### src/rtl/spi_pkg.sv
// Shared SPI receive definitions.
//   spi_mode_t       : CPOL/CPHA mode encoding MODE0..MODE3
//   sample_on_rising : 1 when the mode samples rxd on the sclk rising edge
//   SPI_MAX_WIDTH    : largest supported word width in bits
//   SCLK_RESET       : synchroniser preset for sclk (idle level of mode 0)
package spi_pkg;

  localparam int unsigned SPI_MAX_WIDTH = 64;

  typedef enum logic [1:0] {
    MODE0 = 2'd0,
    MODE1 = 2'd1,
    MODE2 = 2'd2,
    MODE3 = 2'd3
  } spi_mode_t;

  localparam logic SCLK_RESET = 1'b0;

  // Modes 0 and 3 sample on the rising edge, modes 1 and 2 on the falling edge.
  function automatic logic sample_on_rising(input spi_mode_t mode);
    return (mode == MODE0) || (mode == MODE3);
  endfunction

endpackage

### src/rtl/spi_rx_fifo.sv
// First-word-fall-through FIFO for received words.
//   clk, rst_n : clock, asynchronous active-low reset
//   wr_en      : write request (ignored when full unless a read happens too)
//   wr_data    : word to store
//   full       : all DEPTH entries occupied
//   rd_en      : consume the head entry
//   rd_data    : head entry, zero when empty
//   valid      : FIFO not empty
//   level      : occupied entry count
module spi_rx_fifo #(
  parameter int unsigned WIDTH = 9,
  parameter int unsigned DEPTH = 4
) (
  input  logic                     clk,
  input  logic                     rst_n,
  input  logic                     wr_en,
  input  logic [WIDTH-1:0]         wr_data,
  output logic                     full,
  input  logic                     rd_en,
  output logic [WIDTH-1:0]         rd_data,
  output logic                     valid,
  output logic [$clog2(DEPTH):0]   level
);

  localparam int unsigned AW = $clog2(DEPTH);

  logic [WIDTH-1:0] mem [DEPTH];
  logic [AW-1:0]    wr_ptr;
  logic [AW-1:0]    rd_ptr;
  logic [AW:0]      count;
  logic             do_wr;
  logic             do_rd;

  assign valid   = (count != '0);
  assign full    = (count == (AW+1)'(DEPTH));
  assign level   = count;
  assign rd_data = valid ? mem[rd_ptr] : '0;

  // A write into a full FIFO is accepted when the head is popped in the
  // same cycle; the slot being overwritten is the one being read out.
  assign do_wr = wr_en && (!full || rd_en);
  assign do_rd = rd_en && valid;

  always_ff @(posedge clk) begin
    if (do_wr) begin
      mem[wr_ptr] <= wr_data;
    end
  end

  always_ff @(posedge clk or negedge rst_n) begin
    if (!rst_n) begin
      wr_ptr <= '0;
      rd_ptr <= '0;
      count  <= '0;
    end else begin
      if (do_wr) wr_ptr <= wr_ptr + 1'b1;
      if (do_rd) rd_ptr <= rd_ptr + 1'b1;
      case ({do_wr, do_rd})
        2'b10:   count <= count + 1'b1;
        2'b01:   count <= count - 1'b1;
        default: count <= count;
      endcase
    end
  end

endmodule

### src/rtl/spi_rx_stream.sv
// SPI slave receiver delivering words on an AXI-Stream master port.
//   clk, rst_n          : clock, asynchronous active-low reset
//   sclk, rxd, cs_n     : asynchronous SPI pins (cs_n active-low)
//   spi_mode            : CPOL/CPHA mode, latched at frame start
//   spi_word_width      : bits per word (0 or oversize = AXIS_DATA_WIDTH)
//   lsb_first           : bit order, latched at frame start
//   clear_errors        : pulse clearing the sticky error flags
//   m_axis_*            : received words, tuser marks first word of a frame
//   busy                : frame active
//   overrun_error       : sticky, word dropped on full FIFO
//   frame_error         : sticky, cs_n rose mid-word
//   fifo_level          : occupied FIFO entries
module spi_rx_stream
  import spi_pkg::*;
#(
  parameter int unsigned AXIS_DATA_WIDTH = 8,
  parameter int unsigned FIFO_DEPTH      = 4,
  parameter int unsigned SYNC_STAGES     = 2
) (
  input  logic                          clk,
  input  logic                          rst_n,
  output logic [AXIS_DATA_WIDTH-1:0]    m_axis_tdata,
  output logic                          m_axis_tvalid,
  input  logic                          m_axis_tready,
  output logic                          m_axis_tuser,
  input  logic                          sclk,
  input  logic                          rxd,
  input  logic                          cs_n,
  input  logic [1:0]                    spi_mode,
  input  logic [6:0]                    spi_word_width,
  input  logic                          lsb_first,
  input  logic                          clear_errors,
  output logic                          busy,
  output logic                          overrun_error,
  output logic                          frame_error,
  output logic [$clog2(FIFO_DEPTH):0]   fifo_level
);

  localparam logic [0:0] ST_IDLE   = 1'b0;
  localparam logic [0:0] ST_ACTIVE = 1'b1;
  localparam logic [6:0] AXW       = 7'(AXIS_DATA_WIDTH);

  logic [SYNC_STAGES-1:0]     sclk_sync, rxd_sync, cs_sync;
  logic                       sclk_s, rxd_s, cs_s;
  logic                       sclk_prev, cs_prev;
  logic [SYNC_STAGES:0]       settle;
  logic                       armed;
  logic [0:0]                 state;
  spi_mode_t                  mode_q;
  logic                       lsb_q;
  logic [6:0]                 width_q;
  logic [6:0]                 eff_width;
  logic [6:0]                 bit_cnt;
  logic [6:0]                 bit_idx;
  logic [AXIS_DATA_WIDTH-1:0] shreg;
  logic [AXIS_DATA_WIDTH-1:0] word_next;
  logic                       first_q;
  logic                       push_q;
  logic [AXIS_DATA_WIDTH-1:0] push_data;
  logic                       push_user;
  logic                       sclk_rise, sclk_fall, cs_fall, cs_rise;
  logic                       sample_edge, last_bit;
  logic                       fifo_full, pop;
  logic [AXIS_DATA_WIDTH:0]   fifo_dout;
  logic                       overrun_set, frame_set;

  always_ff @(posedge clk or negedge rst_n) begin
    if (!rst_n) begin
      sclk_sync <= {SYNC_STAGES{SCLK_RESET}};
      rxd_sync  <= '1;
      cs_sync   <= '1;
      sclk_prev <= SCLK_RESET;
      cs_prev   <= 1'b1;
      settle    <= '0;
    end else begin
      sclk_sync <= {sclk_sync[SYNC_STAGES-2:0], sclk};
      rxd_sync  <= {rxd_sync[SYNC_STAGES-2:0], rxd};
      cs_sync   <= {cs_sync[SYNC_STAGES-2:0], cs_n};
      sclk_prev <= sclk_s;
      cs_prev   <= cs_s;
      settle    <= {settle[SYNC_STAGES-1:0], 1'b1};
    end
  end

  assign sclk_s = sclk_sync[SYNC_STAGES-1];
  assign rxd_s  = rxd_sync[SYNC_STAGES-1];
  assign cs_s   = cs_sync[SYNC_STAGES-1];

  // The cs_n preset is 1; a pin held low through reset would otherwise look
  // like a falling edge once the chain refills, so edges are only honoured
  // after the synchroniser has been flushed with real pin values.
  assign armed = settle[SYNC_STAGES];

  assign sclk_rise = sclk_s & ~sclk_prev;
  assign sclk_fall = ~sclk_s & sclk_prev;
  assign cs_fall   = ~cs_s & cs_prev;
  assign cs_rise   = cs_s & ~cs_prev;

  assign eff_width = ((spi_word_width == 7'd0) || (spi_word_width > AXW)) ?
                     AXW : spi_word_width;

  assign sample_edge = (state == ST_ACTIVE) &&
                       (sample_on_rising(mode_q) ? sclk_rise : sclk_fall);
  assign last_bit    = sample_edge && (bit_cnt == width_q - 7'd1);
  assign bit_idx     = lsb_q ? bit_cnt : (width_q - 7'd1 - bit_cnt);

  always_comb begin
    word_next = shreg;
    for (int unsigned b = 0; b < AXIS_DATA_WIDTH; b++) begin
      if (32'(bit_idx) == b) word_next[b] = rxd_s;
    end
  end

  always_ff @(posedge clk or negedge rst_n) begin
    if (!rst_n) begin
      state     <= ST_IDLE;
      mode_q    <= MODE0;
      lsb_q     <= 1'b0;
      width_q   <= AXW;
      bit_cnt   <= '0;
      shreg     <= '0;
      first_q   <= 1'b0;
      push_q    <= 1'b0;
      push_data <= '0;
      push_user <= 1'b0;
    end else begin
      push_q <= 1'b0;
      case (state)
        ST_IDLE: begin
          if (cs_fall && armed) begin
            state   <= ST_ACTIVE;
            mode_q  <= spi_mode_t'(spi_mode);
            lsb_q   <= lsb_first;
            width_q <= eff_width;
            bit_cnt <= '0;
            shreg   <= '0;
            first_q <= 1'b1;
          end
        end
        default: begin
          if (sample_edge) begin
            if (last_bit) begin
              push_q    <= 1'b1;
              push_data <= word_next;
              push_user <= first_q;
              first_q   <= 1'b0;
              bit_cnt   <= '0;
              shreg     <= '0;
            end else begin
              shreg   <= word_next;
              bit_cnt <= bit_cnt + 7'd1;
            end
          end
          // A final sample coincident with cs_n rising still completes the word.
          if (cs_rise) begin
            state   <= ST_IDLE;
            bit_cnt <= '0;
            shreg   <= '0;
          end
        end
      endcase
    end
  end

  assign busy = (state == ST_ACTIVE);
  assign pop  = m_axis_tvalid & m_axis_tready;

  assign overrun_set = push_q && fifo_full && !pop;
  assign frame_set   = (state == ST_ACTIVE) && cs_rise && (bit_cnt != 7'd0) && !last_bit;

  // Set takes priority over a coincident clear.
  always_ff @(posedge clk or negedge rst_n) begin
    if (!rst_n) begin
      overrun_error <= 1'b0;
      frame_error   <= 1'b0;
    end else begin
      overrun_error <= overrun_set | (overrun_error & ~clear_errors);
      frame_error   <= frame_set   | (frame_error   & ~clear_errors);
    end
  end

  spi_rx_fifo #(
    .WIDTH (AXIS_DATA_WIDTH + 1),
    .DEPTH (FIFO_DEPTH)
  ) u_fifo (
    .clk     (clk),
    .rst_n   (rst_n),
    .wr_en   (push_q),
    .wr_data ({push_user, push_data}),
    .full    (fifo_full),
    .rd_en   (pop),
    .rd_data (fifo_dout),
    .valid   (m_axis_tvalid),
    .level   (fifo_level)
  );

  assign m_axis_tdata = fifo_dout[AXIS_DATA_WIDTH-1:0];
  assign m_axis_tuser = fifo_dout[AXIS_DATA_WIDTH];

endmodule

### config.mk
export PLATFORM = sky130hd
export DESIGN_NAME = spi_rx_stream
export DESIGN_NICKNAME = d
export VERILOG_FILES = /design/src/rtl/spi_pkg.sv /design/src/rtl/spi_rx_fifo.sv /design/src/rtl/spi_rx_stream.sv
export SDC_FILE = /design/constraint.sdc
export NUM_CORES = 1
export LEC_CHECK = 0
export BUFFER_PORTS_ARGS = -buffer_cell sky130_fd_sc_hd__buf_2
export CAP_MARGIN = 20
export CORE_ASPECT_RATIO = 0.9
export CORE_MARGIN = 3
export CORE_UTILIZATION = 54
export DETAILED_ROUTE_END_ITERATION = 7
export PLACE_DENSITY = 0.71
export SLEW_MARGIN = 40
export SYNTH_ARGS = -nofsm -noshare
export SYNTH_HDL_FRONTEND = slang
export SYNTH_SLANG_ARGS = --single-unit
### constraint.sdc
create_clock -name clk -period 2.8 [get_ports clk]
set_clock_uncertainty 0.2 [all_clocks]
set_input_delay 0.14 -clock clk [delete_from_list [all_inputs] [get_ports clk]]
set_output_delay 0.14 -clock clk [all_outputs]
set_load 0.005 [all_outputs]
# Word-level counts from Yosys, hierarchy flattened
# Memory sizes are Yosys's and may differ from the RTL's.
# Cells that the tools add are included.
totals:
  out_inout_bits: 16
  in_bits: 17
  n_memories: 1
  mem_bits_rw: 36
  register_bits: 57
mem_list:
  columns: ["memory", "words", "width", "rd", "rd_clocked_by_memory_dff", "wr", "line_no", "text"]
  rows:
  - ["u_fifo.mem", 4, 9, 1, 0, 1, "spi_rx_fifo.sv:27", "logic [WIDTH-1:0] mem [DEPTH];"]
classes:
  bitwise_logic: 15
  addsub: 7
  mux: 35
  eq_ne: 15
  reduce_logical: 27
  order_cmp: 1
ops:
  columns: ["cell", "n"]
  rows:
  - ["$mux 7", 7]
  - ["$mux 8", 5]
  - ["$eq 7x3->1 const B", 4]
  - ["$mux 1", 21]
  - ["$eq 7x2->1 const B", 2]
  - ["$logic_not 7->1", 2]
  - ["$logic_and 1x1->1", 10]
  - ["$mux 9", 1]
  - ["$add 7x1->7 const B", 1]
  - ["$and 1x1->1", 7]
  - ["$eq 7x1->1 const B", 1]
  - ["$eq 7x7->1", 1]
  - ["$gt 7x4->1 const B", 1]
  - ["$reduce_bool 7->1", 1]
  - ["$sub 7x1->7 const B", 1]
  - ["$sub 7x7->7", 1]
  - ["$not 1->1", 6]
  - ["$pmux 3 s2", 1]
  - ["$reduce_and 3->1", 2]
  - ["$add 2x1->2 const B", 2]
  - ["$eq 2x2->1 const B", 2]
  - ["$ne 2x1->1 const B", 2]
  - ["$reduce_and 2->1", 2]
  - ["$reduce_bool 2->1", 2]
  - ["10 further kinds", 15]

# Depth between registers and ports, before layout
depth:
  word_depth: 9
  ltp_mapped: 12

# Cells and area by module
# From an unflattened synthesis, not the netlist that was laid out.
hier_totals:
  hier_cells: 365
  area_unflattened_um2: 4433.0
modules_own_cells:
  columns: ["module", "area_each_um2", "cells_each", "n_inst"]
  rows:
  - ["spi_rx_stream", 2645.0, 270, 1]
  - ["spi_rx_fifo", 1788.0, 95, 1]

# Worst setup path before layout
# Ideal clock, no wire load.
synth_timing:
  path_kind: "register to register"
  start: "register width_q[0]"
  end: "register shreg[2]"
  n_path_buf: 1
  period_less_slack_ps: 3110
  stages_incl_launch_ff: 13
  required_time_ps: 2466
  t_arrival_ps: 2775
  path_slack_ps: -310
  path_cell_list: "dfrtp_1 -> inv_1 -> ha_1 -> or3b_1 -> xnor2_1 -> ha_1 -> nand3_1 -> o21bai_1 -> a211o_4 -> o211a_4 -> buf_8 -> o2111ai_1 -> o211ai_1"
synth_between:
  elab_chain_len: 9
  elab_cells_between_ends: 11
  classes_between: "add/sub: 2; eq/ne: 2; mux: 6; reduce/logical: 1"
synth_rtl:
  columns: ["element", "line_no", "text"]
  rows:
  - ["start, declared", "spi_rx_stream.sv:51", "logic [6:0] width_q;"]
  - ["start signal, assigned", "spi_rx_stream.sv:134", "width_q <= eff_width;"]
  - ["$sub 7x1->7 (*)", "spi_rx_stream.sv:104, spi_rx_stream.sv:105", null]
  - ["$sub 7x7->7", "spi_rx_stream.sv:105", "assign bit_idx = lsb_q ? bit_cnt : (width_q - 7'd1 - bit_cnt);"]
  - ["$mux 7", "spi_rx_stream.sv:105", null]
  - ["$eq 7x2->1", "spi_rx_stream.sv:110", "if (32'(bit_idx) == b) word_next[b] = rxd_s;"]
  - ["$mux 1", "spi_rx_stream.sv:110", null]
  - ["$mux 8 (*)", "spi_rx_stream.sv:142", "if (last_bit) begin"]
  - ["$mux 8 (*)", "spi_rx_stream.sv:141", "if (sample_edge) begin"]
  - ["$mux 8 (*)", "spi_rx_stream.sv:155", "if (cs_rise) begin"]
  - ["$mux 8 (*)", "spi_rx_stream.sv:128", "case (state)"]
  - ["end signal, assigned", "spi_rx_stream.sv:150", "shreg <= word_next;"]
  - ["end, declared", "spi_rx_stream.sv:55", "logic [AXIS_DATA_WIDTH-1:0] shreg;"]
# Every way passes the cells marked *; elsewhere a longest branch is shown, timed or not. The select of a mux whose other input is x is not followed.
# A chain may end at the register's enable or synchronous reset.

# Worst setup path in the final report
layout_timing:
  start: "register width_q[1]"
  end: "register shreg[1]"
layout_between:
  elab_chain_len: 9
  elab_cells_between_ends: 11
  classes_between: "add/sub: 2; eq/ne: 2; mux: 6; reduce/logical: 1"
layout_rtl:
  columns: ["element", "line_no"]
  rows:
  - ["$sub 7x1->7 (*)", "spi_rx_stream.sv:104, spi_rx_stream.sv:105"]
  - ["$sub 7x7->7", "spi_rx_stream.sv:105"]
  - ["$mux 7", "spi_rx_stream.sv:105"]
  - ["$eq 7x1->1", "spi_rx_stream.sv:110"]
  - ["$mux 1", "spi_rx_stream.sv:110"]
  - ["$mux 8 (*)", "spi_rx_stream.sv:142"]
  - ["$mux 8 (*)", "spi_rx_stream.sv:141"]
  - ["$mux 8 (*)", "spi_rx_stream.sv:155"]
  - ["$mux 8 (*)", "spi_rx_stream.sv:128"]
# Marked as above.

==> impl_metrics.tcl <==
set metrics [dict create \
    first_iter_violations 232 \
    nFillCells 578 \
    worstHoldPathType "reg -> reg" \
    final_cell_mix "51 x dfrtp_1, 51 x buf_4, 36 x edfxtp_1, 32 x nand2_1, 32 x buf_2" \
    fin_nets 530 \
    syn2layout_area_growth_pct 27.4 \
    holdPathEnd "settle[1]" \
    crit_required_ps 2850 \
    clockRootBuffer "clkbuf_8" \
    drc 0 \
    numPortBuffers 32 \
    crit_fanout 8 \
    netlist.area_leader.share_pct 27.2 \
    peakVddDrop_mv 0.462 \
    min-delay-start "settle[0]" \
    async_reset_ff_share_pct 61.3 \
    synth_top_flop_cell "dfrtp_1" \
    slew_violations 0 \
    rsz0062_at_grt "yes" \
    cap_violations 0 \
    start_kind "flop" \
    cts_buffers 9 \
    fp.dieW_um 104 \
    synthCells 395 \
    totalWireLength_um 11100 \
    avgRoutedWirePerCell_um 18.0 \
    tns_ps -3770 \
    design.core.area_um2 8220 \
    fmax_mhz 328 \
    timing.reg2reg.setup_slack_ps -250 \
    grt_usage_pct 23.5 \
    cts.sinks 93 \
    rr_worst_depth 11 \
    synth-edff-count 36 \
    ff_latch_area_um2 2510 \
    relSlewSlack_pct 51.7 \
    yosysUniqueCellTypes 63 \
    vias_per_cell 5.76 \
    hpwl_um 7260 \
    finalHoldViolCount 0 \
    grt_max_degree 58 \
    ctsLongestPathBuffers 2 \
    overflow 0 \
    final_util_pct 72.6 \
    synth_nets 428 \
    status "complete, but fails checks" \
    row_count 31 \
    setup_viol 22 \
    worst_pin_slew_ps 724 \
    clk_latency_ps 360 \
    diodes 0 \
    detail-route-antenna-nets 0 \
    ys_ff_latch 93 \
    timing.rr.start "width_q[1]" \
    synth.cell_area_um2 4680 \
    violations "negative setup slack" \
    die_h_um 94.4 \
    synth.largest_area_cell "dfrtp_1" \
    firstDrtPassIters 5 \
    antenna_found_initial 0 \
    power_density_nw_per_um2 809 \
    critPathKind "reg -> reg" \
    die_area_um2 9830 \
    multi_input_area_um2 2230 \
    drive_above_1_share_pct 32.7 \
    gp_congestion 0.948 \
    leakagePower_nw 2.39 \
    syn_avg_cell_area_um2 11.9 \
    min_period_ps 3050 \
    cp-end-kind "flop" \
    ys_warn_count 0 \
    fin_ws_ps -252 \
    grt_pass1_vias 3578 \
    vias 3557 \
    cts-htree-levels 3 \
    grt_pass1_wl_um 18300 \
    yosysSeqAreaShare_pct 53.7 \
    io_pins 33 \
    cts_tree "done" \
    min_path_cells 0 \
    start_util_pct 57.0 \
    path_clk_slew_ps 100 \
    fin_crit_sh_pct 109 \
    arrival_ps 3100 \
    r2r_end "shreg[1]" \
    synth_top_cells_by_area "dfrtp_1 27%, edfxtp_1 23%, mux4_2 4.3%" \
]
==> kinds of logic (layout without fill, tap and decap cells) <==
group,Yosys count,count (layout),synth area share [%]
other,1,1,0.0801
DFF,93,93,53.7
and+or+nand+nor,117,117,12.8
adders and majority gates,16,16,4.59
xor gates and xnor gates,18,18,3.37
muxes,15,15,5.72
buffers and inverters,37,143,3.58
AOI/OAI and AO/OA,98,99,16.2
==> repair_timing <==
item | 4_1_cts | 5_1_grt
endpoints found under the hold margin | 64 | 0
gates cloned | 0 | 1
buffers inserted | 4 | 7
resized for setup | 24 | 17
hold buffers | 17 | 0
endpoints found under the setup margin | 25 | 24
pin swaps | 26 | 17
==> worst max path at each step <==
stage,from,end,depth (start not counted)
after floorplan,width_q[0],shreg[2],12
after global placement,width_q[1],push_data[3],11
after detailed placement,width_q[0],push_data[7],13
after CTS,width_q[0],push_data[5],12
after global routing,width_q[1],push_data[5],12
final,width_q[1],shreg[1],11
==> flip-flops by register name (all words and copies together) (netlist names), 2 cells and up <==
name           flops
push_data          8
sclk_sync          2
u_fifo.level       3
shreg              8
settle             3
width_q            7
u_fifo.mem        36
bit_cnt            7
rxd_sync           2
u_fifo.wr_ptr      2
u_fifo.rd_ptr      2
mode_q             2
cs_sync            2
==> worst max-delay path, stage by stage (launching register included) <==
cell and delay (ps):
dfrtp_1 400, buf_4 150, nor3_2 200, xor2_1 280, ha_4 260, a21o_1 190
a21o_1 220, o21a_2 260, buf_4 160, o211a_4 280, o211ai_1 220, o211ai_1 120
==> cell usage after synthesis (2+ instances only) <==
cell type	count
dfstp_2	6
and2_1	17
ha_1	14
a21boi_0	5
o21ai_0	17
o21a_1	2
nor3_1	5
o2111ai_1	8
fa_1	2
nor4_1	3
mux2i_1	2
mux4_2	9
nand2b_1	5
o31ai_1	8
nand3_1	9
xnor2_1	11
nor2_1	26
dfrtp_1	51
a32oi_1	2
nor2b_1	8
inv_1	23
xor2_1	7
edfxtp_1	36
o211ai_1	14
clkbuf_1	8
nor2_2	2
nor3_2	2
o2111a_1	3
buf_6	2
a31oi_1	9
o211ai_2	2
a21oi_1	9
mux2_2	4
a21o_1	3
nand2_1	32
o21bai_1	2
==> metrics by stage <==
| step | area (um2) | hold WS, ps | std cells | total power, W | setup WS [ps] |
|---|---|---|---|---|---|
| after floorplan | 4720 | -356 | 395 | 0.00290 | -248 |
| after global placement | 5310 | 46.0 | 575 | 0.00348 | -312 |
| after detailed placement | 5310 | 46.4 | 575 | 0.00353 | -364 |
| after CTS | 5840 | 157 | 611 | 0.00466 | -201 |
| after global routing | 5970 | 165 | 617 | 0.00510 | -356 |
| final | 5970 | 156 | 617 | 0.00483 | -252 |
==> layer usage <==
metal	global-route usage (%)	vias to the layer above	part of all wire, %
met2	39.7	125	49
met5	0	-	0
met3	3.83	30	5.5
met1	31.9	1743	44
li1	-	1659	-
met4	6.53	0	1.7
==> layout make-up <==
type | instances | area share, %
Clock buffer | 10 | 2.14
Clock inverter | 6 | 1.59
Inverter | 23 | 1.45
Multi-Input combinational cell | 266 | 37.4
Sequential cell | 93 | 42.1
Tap cell | 115 | 2.41
Timing Repair Buffer | 104 | 12.8
==> report_power, final <==
group / switching [W] / leakage (nW) / total [W] / internal (W)
Sequential: 0.000209 / 1.05 / 0.00181 / 0.00160
Clock: 0.000498 / 0.105 / 0.00101 / 0.000513
Combinational: 0.00104 / 1.23 / 0.00201 / 0.000966
Power figures use the tool's default switching activity.
